===== src/rtl/instr_prefetch_unit.sv =====
// Instruction prefetch unit: issues word fetches, buffers responses in a DEPTH-entry FIFO
// and hands {instruction, pc} to decode. Optional macro IFU_BYPASS_EN forwards a live response past an empty FIFO.
module instr_prefetch_unit #(
  parameter int unsigned              DATA_WIDTH = 32,
  parameter int unsigned              DEPTH      = 4,
  parameter logic [DATA_WIDTH-1:0]    RESET_PC   = '0
) (
  input  logic                        clk,
  input  logic                        arst_n,
  output logic                        imem_req,
  output logic [DATA_WIDTH-1:0]       imem_addr,
  input  logic                        imem_valid,
  input  logic [DATA_WIDTH-1:0]       imem_rdata,
  output logic                        instr_valid,
  input  logic                        instr_ready,
  output logic [DATA_WIDTH-1:0]       instruction,
  output logic [DATA_WIDTH-1:0]       instr_pc,
  input  logic                        redirect_valid,
  input  logic [DATA_WIDTH-1:0]       redirect_pc,
  output logic [$clog2(DEPTH):0]      fifo_count
);

  localparam int unsigned AW = $clog2(DEPTH);
  localparam int unsigned CW = AW + 1;

  // Handshake: an entry transfers to decode in a cycle where instr_valid and instr_ready
  // are both high; while instr_valid=1 and instr_ready=0 instruction/instr_pc hold stable.

  logic [DATA_WIDTH-1:0] r_mem_instr [DEPTH];
  logic [DATA_WIDTH-1:0] r_mem_pc    [DEPTH];
  logic [AW-1:0]         r_wr_ptr;
  logic [AW-1:0]         r_rd_ptr;
  logic [CW-1:0]         r_count;
  logic [DATA_WIDTH-1:0] r_fetch_pc;
  logic                  r_inflight;
  logic [DATA_WIDTH-1:0] r_inflight_pc;
  logic                  r_run;
  logic [DATA_WIDTH-1:0] r_last_instr;
  logic [DATA_WIDTH-1:0] r_last_pc;

  logic                  w_fifo_empty;
  logic                  w_live;
  logic                  w_bypass;
  logic                  w_push;
  logic                  w_pop;
  logic                  w_issue;
  logic [CW-1:0]         w_occupancy;
  logic                  w_unused;

  assign w_unused     = ^redirect_pc[1:0];
  assign w_fifo_empty = (r_count == '0);
  // A response only counts when its request is outstanding and no redirect kills it.
  assign w_live       = imem_valid & r_inflight & ~redirect_valid;
  assign w_occupancy  = r_count + CW'(r_inflight);
  assign w_issue      = r_run & ~redirect_valid & (w_occupancy < CW'(DEPTH));

`ifdef IFU_BYPASS_EN
  assign w_bypass = w_fifo_empty & w_live;
  assign w_push   = w_live & ~(w_bypass & instr_ready);
`else
  assign w_bypass = 1'b0;
  assign w_push   = w_live;
`endif

  assign w_pop      = ~w_fifo_empty & instr_ready & ~redirect_valid;
  assign imem_req   = w_issue;
  assign imem_addr  = r_fetch_pc;
  assign fifo_count = r_count;

  always_comb begin
    instr_valid = ~w_fifo_empty | w_bypass;
    instruction = r_last_instr;
    instr_pc    = r_last_pc;
    if (!w_fifo_empty) begin
      instruction = r_mem_instr[r_rd_ptr];
      instr_pc    = r_mem_pc[r_rd_ptr];
    end else if (w_bypass) begin
      instruction = imem_rdata;
      instr_pc    = r_inflight_pc;
    end
  end

  always_ff @(posedge clk) begin
    if (w_push) begin
      r_mem_instr[r_wr_ptr] <= imem_rdata;
      r_mem_pc[r_wr_ptr]    <= r_inflight_pc;
    end
  end

  always_ff @(posedge clk or negedge arst_n) begin
    if (!arst_n) begin
      r_wr_ptr      <= '0;
      r_rd_ptr      <= '0;
      r_count       <= '0;
      r_fetch_pc    <= RESET_PC;
      r_inflight    <= 1'b0;
      r_inflight_pc <= '0;
      r_run         <= 1'b0;
      r_last_instr  <= '0;
      r_last_pc     <= '0;
    end else begin
      r_run <= 1'b1;
      // Remember what was shown so an empty FIFO keeps presenting the last word.
      if (instr_valid) begin
        r_last_instr <= instruction;
        r_last_pc    <= instr_pc;
      end
      if (redirect_valid) begin
        r_fetch_pc <= {redirect_pc[DATA_WIDTH-1:2], 2'b00};
        r_inflight <= 1'b0;
        r_wr_ptr   <= '0;
        r_rd_ptr   <= '0;
        r_count    <= '0;
      end else begin
        r_inflight <= w_issue;
        if (w_issue) begin
          r_inflight_pc <= r_fetch_pc;
          r_fetch_pc    <= r_fetch_pc + DATA_WIDTH'(4);
        end
        if (w_push) r_wr_ptr <= r_wr_ptr + AW'(1);
        if (w_pop)  r_rd_ptr <= r_rd_ptr + AW'(1);
        r_count <= r_count + CW'(w_push) - CW'(w_pop);
      end
    end
  end

endmodule

===== config.mk =====
export PLATFORM = sky130hd
export DESIGN_NAME = instr_prefetch_unit
export DESIGN_NICKNAME = d
export VERILOG_FILES = /design/src/rtl/instr_prefetch_unit.sv
export SDC_FILE = /design/constraint.sdc
export NUM_CORES = 1
export LEC_CHECK = 0
export BUFFER_PORTS_ARGS = -buffer_cell sky130_fd_sc_hd__buf_2
export CORE_UTILIZATION = 51
export DETAILED_ROUTE_END_ITERATION = 10
export PLACE_DENSITY_LB_ADDON = 0.2
export SYNTH_ARGS = -nofsm -noshare
export SYNTH_HDL_FRONTEND = slang
export SYNTH_SLANG_ARGS = --single-unit
export TNS_END_PERCENT = 20

===== constraint.sdc =====
create_clock -name clk -period 3.8 [get_ports clk]
set_input_delay 0.76 -clock clk [delete_from_list [all_inputs] [get_ports clk]]
set_output_delay 0.76 -clock clk [all_outputs]
set_load 0.02 [all_outputs]

Word-level counts from Yosys, hierarchy flattened
Memory sizes are Yosys's and may differ from the RTL's.
Cells that the tools add are included.
Storage, ports and cells
  register bits after elaboration: 137
  bits in writable memories: 256
  input bits: 69
  logic and storage cells: 43
  memories kept: 2
Memory list
  r_mem_instr: depth 4, width 32, rd ports 1, clocked after memory_dff 0, write ports 1, line 29  | logic [DATA_WIDTH-1:0] r_mem_instr [DEPTH];
  r_mem_pc: depth 4, width 32, rd ports 1, clocked after memory_dff 0, write ports 1, line 30  | logic [DATA_WIDTH-1:0] r_mem_pc [DEPTH];
Cells by class
  add/sub/neg operators: 6
  magnitude comparators: 1
  muxes and demuxes: 12
  bitwise logic cells: 8
  reduce and logical (&&, ||, !) cells: 5
Operators by type and width (number)
  2-to-1 mux 32 bit: 4
  adder 32 x 3 -> 32 bit, second input constant: 1
  2-to-1 mux 2 bit: 4
  adder 3 x 1 -> 3 bit: 2
  AND 1 bit: 6
  nonzero test 2 bit: 3
  adder 2 x 1 -> 2 bit, second input constant: 2
  logical NOT 3 bit: 1
  less-than comparator 3 bit, second input constant: 1
  2-to-1 mux 1 bit: 3
  2-to-1 mux 3 bit: 1
  subtractor 3 x 1 -> 3 bit: 1
  NOT 1 bit: 2
  AND reduction 2 bit: 1

Logic depth before layout (Yosys ltp)
Gate-level depths: netlist of the first run.
  depth after elaboration: 6
  gate-level depth with buffers: 12
  depth with buffers taken out: 11

Worst setup path before layout of the first run
Ideal clock, no wire load.
  path kind: input to register
  start point: in redirect_valid
  end point: mem r_mem_instr[0][0], enable pin
  arrival: 2.634 ns
  required time: 3.373 ns
  slack: 0.740 ns
  stages: 3
  cell sequence: clkbuf_1 > nor2_1 > and2_1
Between the ends
  word-level cells in the longest chain between the ends: 4
Ends and longest elaborated chain
  start, declared: line 18  | input logic redirect_valid,
  NOT 1 bit (no line)
  AND 1 bit: line 53  | assign w_live = imem_valid & r_inflight & ~redirect_valid;
  2-to-1 mux 1 bit: line 84  | if (w_push) begin
  2-to-1 mux 1 bit (not written as such): line 85  | r_mem_instr[r_wr_ptr] <= imem_rdata;
  end, declared: line 29
Every way passes these cells.

Final worst setup path of the first run
  start point: reg r_count[2], in the netlist fifo_count[2]
  end point: out instruction[31]
Between the ends
  word-level cells in the longest chain between the ends: 2
Ends and longest elaborated chain
  start, declared: line 33  | logic [CW-1:0] r_count;
  start signal, assigned: line 122  | r_count <= r_count + CW'(w_push) - CW'(w_pop);
  logical NOT 3 bit: line 51  | assign w_fifo_empty = (r_count == '0);
  2-to-1 mux 32 bit: line 74  | if (!w_fifo_empty) begin
  end, declared: line 16  | output logic [DATA_WIDTH-1:0] instruction,
Every way passes these cells.

==> metrics.txt, run 1 <==
status finished clean; DP Wirelength 19.3 mm; Gates resized, CTS repair 0; Initial Util 0.521; Max FO, Critical Path 34; Psw 0.00407 W; placed insts between 1500 and 2000; Setup crit end kind output pin; H-tree levels 2; Post-synth top flop edfxtp_1; Post-synth EDFFs between 200 and 250; RR Startpoint fifo_count[2]; DRT Pass-1 Iters 5; Gate Count Post-Synth 1050; combinational share of power 0.266; met1 usage 0.296; maximum vdd ir drop 0.404 mV; gr usage total 0.216; Reg-to-Reg End fifo_count[2]; Design Area, Final between 15000 and 20000 um2; total grt overflow 0; DP Area 16300 um2; Worst Reg-to-Reg Cells 11; clock tree buffer depth 3; layout cells sized above 1 0.244; RSZ-0062 raised after global routing false; Num CTS Buffers 39; grt met2 use 0.361; Hold Path Class in2async; setup tns final 0 ns; worst endpoint required time 3.04 ns; YS warnings 0; GR Util met3 0.0373; detailed-route wire length 31.4 mm; Root Buffer clkbuf_16; vias in the first global route 9112; Max Cap Violations 0; internal power roughly 0.0084 W; PD cells 707 nW/um2; Synth cell types 43; Hold Buf Count CTS 0; gpl congestion 0.880; Seq/Total Area, Yosys 0.717; Worst setup SP type flop; Fillers 2254; die area 30200 um2; Clock power frac 0.298; Lkg Pwr between 7 and 8 nW; Cell Area, Synth 15000 um2; pin count of the biggest net entering global routing 67; n_diodes 0; first-pass GRT wire length 50.1 mm; Pwr Total roughly 0.012 W; Die Wd 174 um; core area about 29000 um2; post-synthesis register bit count 381; DR WL/cell 19.2 um; crit path DAT 2.69 ns; Cell Rows 62; Hold Violations, Final 0; worst hold slack between 0.15 and 0.2 ns; later-pin clock latency in the skew report 0.53 ns; Max Fclk 290 MHz; end of the critical path instruction[31]; syn_area_per_cell approximately 14 um2; CTS tree built; worst-case clock skew 0.0204 ns; Syn-to-layout area delta 17.0%; num ports 170; Most Used Layer, Global Route met2; fin cells 1641; Max Slew Vio Count 0; clk slew on worst S/H paths about 0.060 ns; max_slew headroom 0.403; DRT iter0 DRCs 611; crit path from fifo_count[2]; Post-synth ARST share 0.349; fin crit period 3.45 ns; Port Buffers 165; register share of total power 0.437; Setup Fix Bufs, Post-CTS 0; switching share of power 0.327; Nets 1303; Reg2Reg Setup Slack around 1.1 ns; Post-route DRC 0; final setup violation count 0; Detail Route Antenna Nets 0; Via-to-Cell Ratio 5.36; initial antenna violation count 0; Sink Count 381; Setup CP Type reg2out; final cycle utilization of the critical path 0.909; actual slew at the worst max-slew pin about 0.9 ns; die height roughly 170 um; routed via count 8796
-- per-stage QoR --
stage	setup WS, ns	utilization
4_1_cts	0.305	0.609
3_5_place_dp	0.847	0.566
2_1_floorplan	0.740	-
6_report	0.347	0.609
3_3_place_gp	0.888	0.566
5_1_grt	0.168	0.609
-- worst max-delay path, cell delays in order, from the launching register on --
cell and delay, ns:
dfrtp_1 0.55, nor3_2 0.09, inv_2 0.56, buf_4 0.50, nand2_1 0.14, nand2_1 0.13
buf_2 0.17
-- flip-flops by register name (all words and copies together), names as in the netlist --
name           cells
fifo_count         3
imem_addr         30
r_inflight         1
r_inflight_pc     30
r_last_instr      32
r_last_pc         32
r_mem_instr      128
r_mem_pc         120
r_rd_ptr           2
r_run              1
r_wr_ptr           2
-- cell families (layout without fill, tap and decap cells) --
| family | count (synthesis) | after routing | share of synthesized area |
|---|---|---|---|
| flops | 381 | 381 | 0.717 |
| simple gates | 464 | 464 | 0.129 |
| other cells | 2 | 3 | 0.000500 |
| fa+ha+maj | 8 | 8 | 0.00716 |
| xor+xnor | 29 | 29 | 0.0181 |
| buf+inv | 62 | 268 | 0.0171 |
| compound gates | 38 | 38 | 0.0150 |
| mux | 66 | 66 | 0.0957 |
-- metal layers --
metal	share of wire	routed length [um]	vias up
met2	0.49	15300	246
met4	0.019	596	0
met5	0	0	-
met3	0.051	1610	47
li1	-	-	4109
met1	0.44	14000	4394
-- cell usage after synthesis (8+ instances only) --
cell,number,area [um2]
mux4_2,62,1400
o21ai_0,25,125
nor4_1,15,93.8
nor2_1,9,33.8
inv_1,13,48.8
nand2_1,371,1390
xnor2_1,20,175
edfxtp_1,248,7450
clkbuf_1,35,131
nand3_1,19,95.1
dfrtp_1,133,3330
and2_1,11,68.8
buf_2,8,40.0
xor2_1,8,70.1
and3_1,8,50.1
-- layout by cell type (no fill, tap or decap), drive strengths merged, types with 2 or more instances in the layout --
master / instances
a21oi: 2
a22oi: 2
and2: 11
and3: 8
and4: 7
buf: 182
bufinv: 3
clkbuf: 52
clkinv: 15
conb: 3
dfrtp: 133
edfxtp: 248
ha: 7
inv: 15
mux2i: 3
mux4: 62
nand2: 371
nand2b: 2
nand3: 19
nand4: 7
nor2: 9
nor2b: 4
nor3: 6
nor4: 15
o211ai: 2
o21ai: 25
o31a: 2
or4: 2
xnor2: 21
xor2: 8
-- power by group through the flow --
stage	clock network (W)	logic, W	registers (W)
finish	0.00370	0.00330	0.00543
global route	0.00393	0.00366	0.00550
CTS	0.00378	0.00336	0.00543
detailed placement	0	0.00335	0.00552
global placement	0	0.00329	0.00548
floorplan	0	0.00228	0.00539
-- how the worst min path moves through the flow --
stage	start	endpoint	cells past startpoint
2_1_floorplan	r_last_instr[0]	r_last_instr[0]	2
6_report	arst_n	r_last_instr[16]	1
4_1_cts	arst_n	r_last_instr[0]	1
5_1_grt	arst_n	r_last_instr[16]	1
3_3_place_gp	r_last_instr[5]	r_last_instr[5]	2
3_5_place_dp	r_last_pc[9]	r_last_pc[9]	2
-- cell type report --
class | instances | area [um2] | area share
clock inverter | 20 | 180 | 0.0102
sequential | 381 | 10800 | 0.613
clock buffer | 52 | 1070 | 0.0606
timing repair buffer | 182 | 1010 | 0.0574
multi-input combinational | 608 | 4020 | 0.228
tap | 384 | 480 | 0.0273
inverter | 14 | 52.6 | 0.00299
Note: power is estimated with default switching activity, not from simulation.
==> run 2, diff against run 1 <==
REMOVE_ABC_BUFFERS = 1   (was unset)
==> metrics.txt, run 2 (same netlist as run 1, synthesis figures left out) <==
Nets roughly 1300; Num CTS Buffers 39; clk slew on worst S/H paths about 0.06 ns; most frequent cells in the layout nand2_1 (371), edfxtp_1 (248), buf_2 (164), dfrtp_1 (131), mux4_2 (62); Lkg Pwr roughly 7.2 nW; Reg2Reg Setup Slack 1.21 ns; commonest non-fill, non-tap cell in the layout nand2_1; crit path from r_rd_ptr[0]; die area 30200 um2; Setup crit end kind output pin; DP Wirelength 18.7 mm; Reg-to-Reg End imem_addr[28]; initial antenna violation count 2; Setup Fix Bufs, Post-CTS 0; DRT iter0 DRCs ~550; clock tree buffer depth 3; worst-case clock skew roughly 0.016 ns; DRT Pass-1 Iters 5; Design Area, Final ~18000 um2; max FFs per register 128; n_diodes 0; worst endpoint required time about 3.0 ns; vias in the first global route 8803; Hold Buf Count CTS 0; Initial Util 0.521; Max Fclk 310 MHz; status finished clean; maximum vdd ir drop 0.432 mV; detailed-route wire length roughly 30 mm; gr usage total 0.209; routed via count 8695; largest registers r_mem_instr x128, r_mem_pc x120; Max FO, Critical Path 23; worst slack, placed 1.05 ns; Root Buffer clkbuf_16; PD cells 704 nW/um2; setup tns final 0 ns; later-pin clock latency in the skew report ~0.52 ns; Cell Rows 62; actual slew at the worst max-slew pin 0.855 ns; Worst setup SP type flop; setup slack after layout 0.576 ns; Max Cap Violations 0; most flop-heavy register r_mem_instr; final cycle utilization of the critical path 0.849; total grt overflow 0; Syn-to-layout area delta 17.3%; Port Buffers 165; gpl congestion between 0.8 and 0.9; fin crit period between 3 and 4 ns; pin count of the biggest net entering global routing 67; Detail Route Antenna Nets 0; Hold Path Class in2async; Post-route DRC 0; DP Area 16400 um2; Sink Count approximately 380; CTS tree built; Hold Violations, Final 0; max_slew headroom 0.430; layout cells sized above 1 0.248; Layout Utilization 0.611; Pwr Total 0.0124 W; Gates resized, CTS repair 0; Die Wd 174 um; H-tree levels 2; Setup CP Type reg2out; RSZ-0062 raised after global routing false; die height approximately 170 um; Max Slew Vio Count 0; final setup violation count 0; first-pass GRT wire length roughly 50 mm; core area 28900 um2; RR Startpoint imem_addr[3]; crit path DAT 2.46 ns; num ports 170; Worst Reg-to-Reg Cells 6; DR WL/cell 18.5 um; Via-to-Cell Ratio around 5.3; end of the critical path instruction[3]
-- run 2: cell types whose count changed in the layout (fill, tap and decap cells not counted), sizes merged --
cell,delta
inv,-1
clkbuf,-1
clkinvlp,+1
-- run 2: final cells by class --
type,count,area (um2)
Timing Repair Buffer,182,1060
Multi-Input combinational cell,608,4020
Clock inverter,20,173
Inverter,14,52.6
Tap cell,384,480
Fill cell,2240,11200
Clock buffer,51,1070
Sequential cell,381,10800
-- run 2: per-layer routing --
metal | GRT usage | routed length (um) | up-vias | part of all wire
li1 | - | - | 4104 | -
met5 | 0 | 19 | - | 0.00063
met1 | 0.297 | 13900 | 4286 | 0.46
met4 | 0.0577 | 561 | 4 | 0.018
met2 | 0.334 | 14200 | 253 | 0.47
met3 | 0.0412 | 1660 | 48 | 0.055
-- run 2: stage by stage --
step / hold slack, ns / cells
2_1_floorplan: 0.433 / 1003
3_3_place_gp: 0.443 / 1569
3_5_place_dp: 0.449 / 1569
4_1_cts: 0.123 / 1640
5_1_grt: 0.134 / 1640
6_report: 0.127 / 1640
-- run 2: worst min path at each step --
stage	endpoint	cells after the start	slack (ns)
finish	r_last_instr[7]	1	0.13
global route	r_last_instr[7]	1	0.13
CTS	r_last_instr[7]	1	0.12
detailed placement	r_last_pc[13]	2	0.45
global placement	r_last_pc[6]	2	0.44
floorplan	r_last_instr[0]	2	0.43
-- run 2: power breakdown --
group	internal, W	switching, W	total (W)	leakage, nW
Clock	0.00219	0.00150	0.00369	0.610
Sequential	0.00506	0.000365	0.00542	3.89
Combinational	0.00116	0.00215	0.00331	2.74
-- run 2: worst max-delay path, stage by stage, from the launching register on --
cell and delay [ns]:
dfrtp_4 0.75, buf_12 0.29, mux4_2 0.52, nand2_1 0.10, nand2_1 0.09, buf_2 0.17
==> run 3, diff against run 2 <==
clock period = 3 ns   (was 3.8 ns; I/O delays follow)
==> metrics.txt, run 3 (same netlist as run 1, synthesis figures left out) <==
Setup crit end kind output pin; Critical Path, Cell by Cell nor3_2 -> clkbuf_8 -> nand2_1 -> nand2_1 -> buf_2; Fillers around 2200; Sink Count 381; most frequent cells in the layout nand2_1 (371), edfxtp_1 (248), buf_2 (164), dfrtp_1 (131), mux4_2 (62); n_diodes 0; H-tree levels 2; maximum vdd ir drop 0.684 mV; core area 28900 um2; Max FO, Critical Path 66; most flop-heavy register r_mem_instr; initial antenna violation count 1; later-pin clock latency in the skew report 0.52 ns; Nets 1309; Max Cap Violations 0; CTS tree built; Hold Path Class in2async; layout cells sized above 1 0.258; worst slack, placed 0.442 ns; DP Area 16400 um2; clk slew on worst S/H paths 0.06 ns; final cycle utilization of the critical path 0.948; first-pass GRT wire length around 49 mm; PD cells 913 nW/um2; status finished clean; Via-to-Cell Ratio about 5.4; fin crit period 2.84 ns; Critical Path Max Stage Delay 0.51 ns; die height 174 um; final setup violation count 0; clock tree buffer depth 3; Num CTS Buffers 39; worst endpoint required time 2.40 ns; Die Wd about 170 um; Hold Buf Count CTS 0; Detail Route Antenna Nets 0; Syn-to-layout area delta 18.9%; Lkg Pwr 7.36 nW; Cell Rows 62; detailed-route wire length between 30 and 40 mm; Setup CP Type reg2out; worst-case clock skew between 0.009 and 0.01 ns; Hold Violations, Final 0; Root Buffer clkbuf_16; Worst setup SP type flop; die area 30200 um2; max FFs per register 128; pin count of the biggest net entering global routing 67; gpl congestion 0.856; gr usage total 0.210; RSZ-0062 raised after global routing false; DP Wirelength ~18 mm; largest registers r_mem_instr x128, r_mem_pc x120; DRT Pass-1 Iters 5; commonest non-fill, non-tap cell in the layout nand2_1; Max Fclk 352 MHz; vias in the first global route 9014; num ports 170; DRT iter0 DRCs 697; max_slew headroom 0.583; Max Slew Vio Count 0; Design Area, Final 17900 um2; routed via count 8866; Port Buffers 165; crit path DAT 2.24 ns; setup slack after layout approximately 0.16 ns; total grt overflow 0; DR WL/cell 18.7 um; CP dominant cell by count nand2_1; crit path max-delay cell type clkbuf_8; Initial Util 0.521; actual slew at the worst max-slew pin 0.626 ns; Post-route DRC 0
[run 3: changes by cell type in the layout (fill, tap and decap cells not counted)]
cell       previous run  this run
clkbuf_1              9         4
clkinv_1              6         3
clkbuf_8              1         5
buf_4                 9        12
bufinv_16             3         8
buf_12                8         9
buf_6                 1         2
[run 3: where the power goes]
| part | internal, W | switching (W) | total, W |
|---|---|---|---|
| registers | 0.00641 | 0.000412 | 0.00682 |
| logic | 0.00148 | 0.00280 | 0.00428 |
| clock network | 0.00328 | 0.00194 | 0.00522 |
[run 3: worst max-delay path: cells and delay by family (launching register included)]
family,cells,cell delay (ns)
buf+inv,2,0.69
flops,1,0.46
simple gates,3,0.56
[run 3: per-stage QoR]
step	setup TNS, ns	hold WS (ns)	total power, W	instances	util
floorplan	-500.57	0.304	0.00989	1003	-
global placement	0	0.442	0.0112	1575	0.570
detailed placement	0	0.449	0.0113	1575	0.570
CTS	0	0.0533	0.0165	1646	0.619
global route	0	0.0606	0.0172	1646	0.619
finish	0	0.0453	0.0163	1646	0.619
[run 3: final timing paths]
| path | cells past startpoint | endpoint | slack (ns) | startpoint |
|---|---|---|---|---|
| max | 5 | instr_pc[20] | 0.16 | fifo_count[1] |
| min | 1 | r_last_instr[2] | 0.05 | arst_n |
| max reg2reg | 5 | imem_addr[29] | 0.66 | imem_addr[10] |
| min reg2reg | 2 | r_last_instr[29] | 0.46 | r_last_instr[29] |
| max in group asynchronous | 2 | r_inflight_pc[28] | 2.23 | arst_n |
| min in group clk | 3 | imem_addr[24] | 0.28 | redirect_pc[24] |
[run 3: cell type report]
cell class	count	area (um2)	area share
timing repair buffer	188	1130	0.0631
multi-input combinational	608	4020	0.225
clock buffer	49	1100	0.0613
clock inverter	22	312	0.0174
inverter	14	52.6	0.00294
tap	384	480	0.0269
sequential	381	10800	0.604
[run 3: per-layer routing]
layer | vias up | part of all wire | global-route usage
met2 | 261 | 0.48 | 0.343
met3 | 43 | 0.057 | 0.0395
met1 | 4443 | 0.45 | 0.296
li1 | 4117 | - | -
met4 | 2 | 0.015 | 0.0519
met5 | - | 0.00033 | 0
[run 3: timing repair]
item                       in CTS  in global routing
hold endpoints to repair        0                  0
setup endpoints to repair      61                  9
setup buffers                   0                  0
pin swaps                       0                  0
gates cloned                    0                  0
gates resized for setup         2                  1
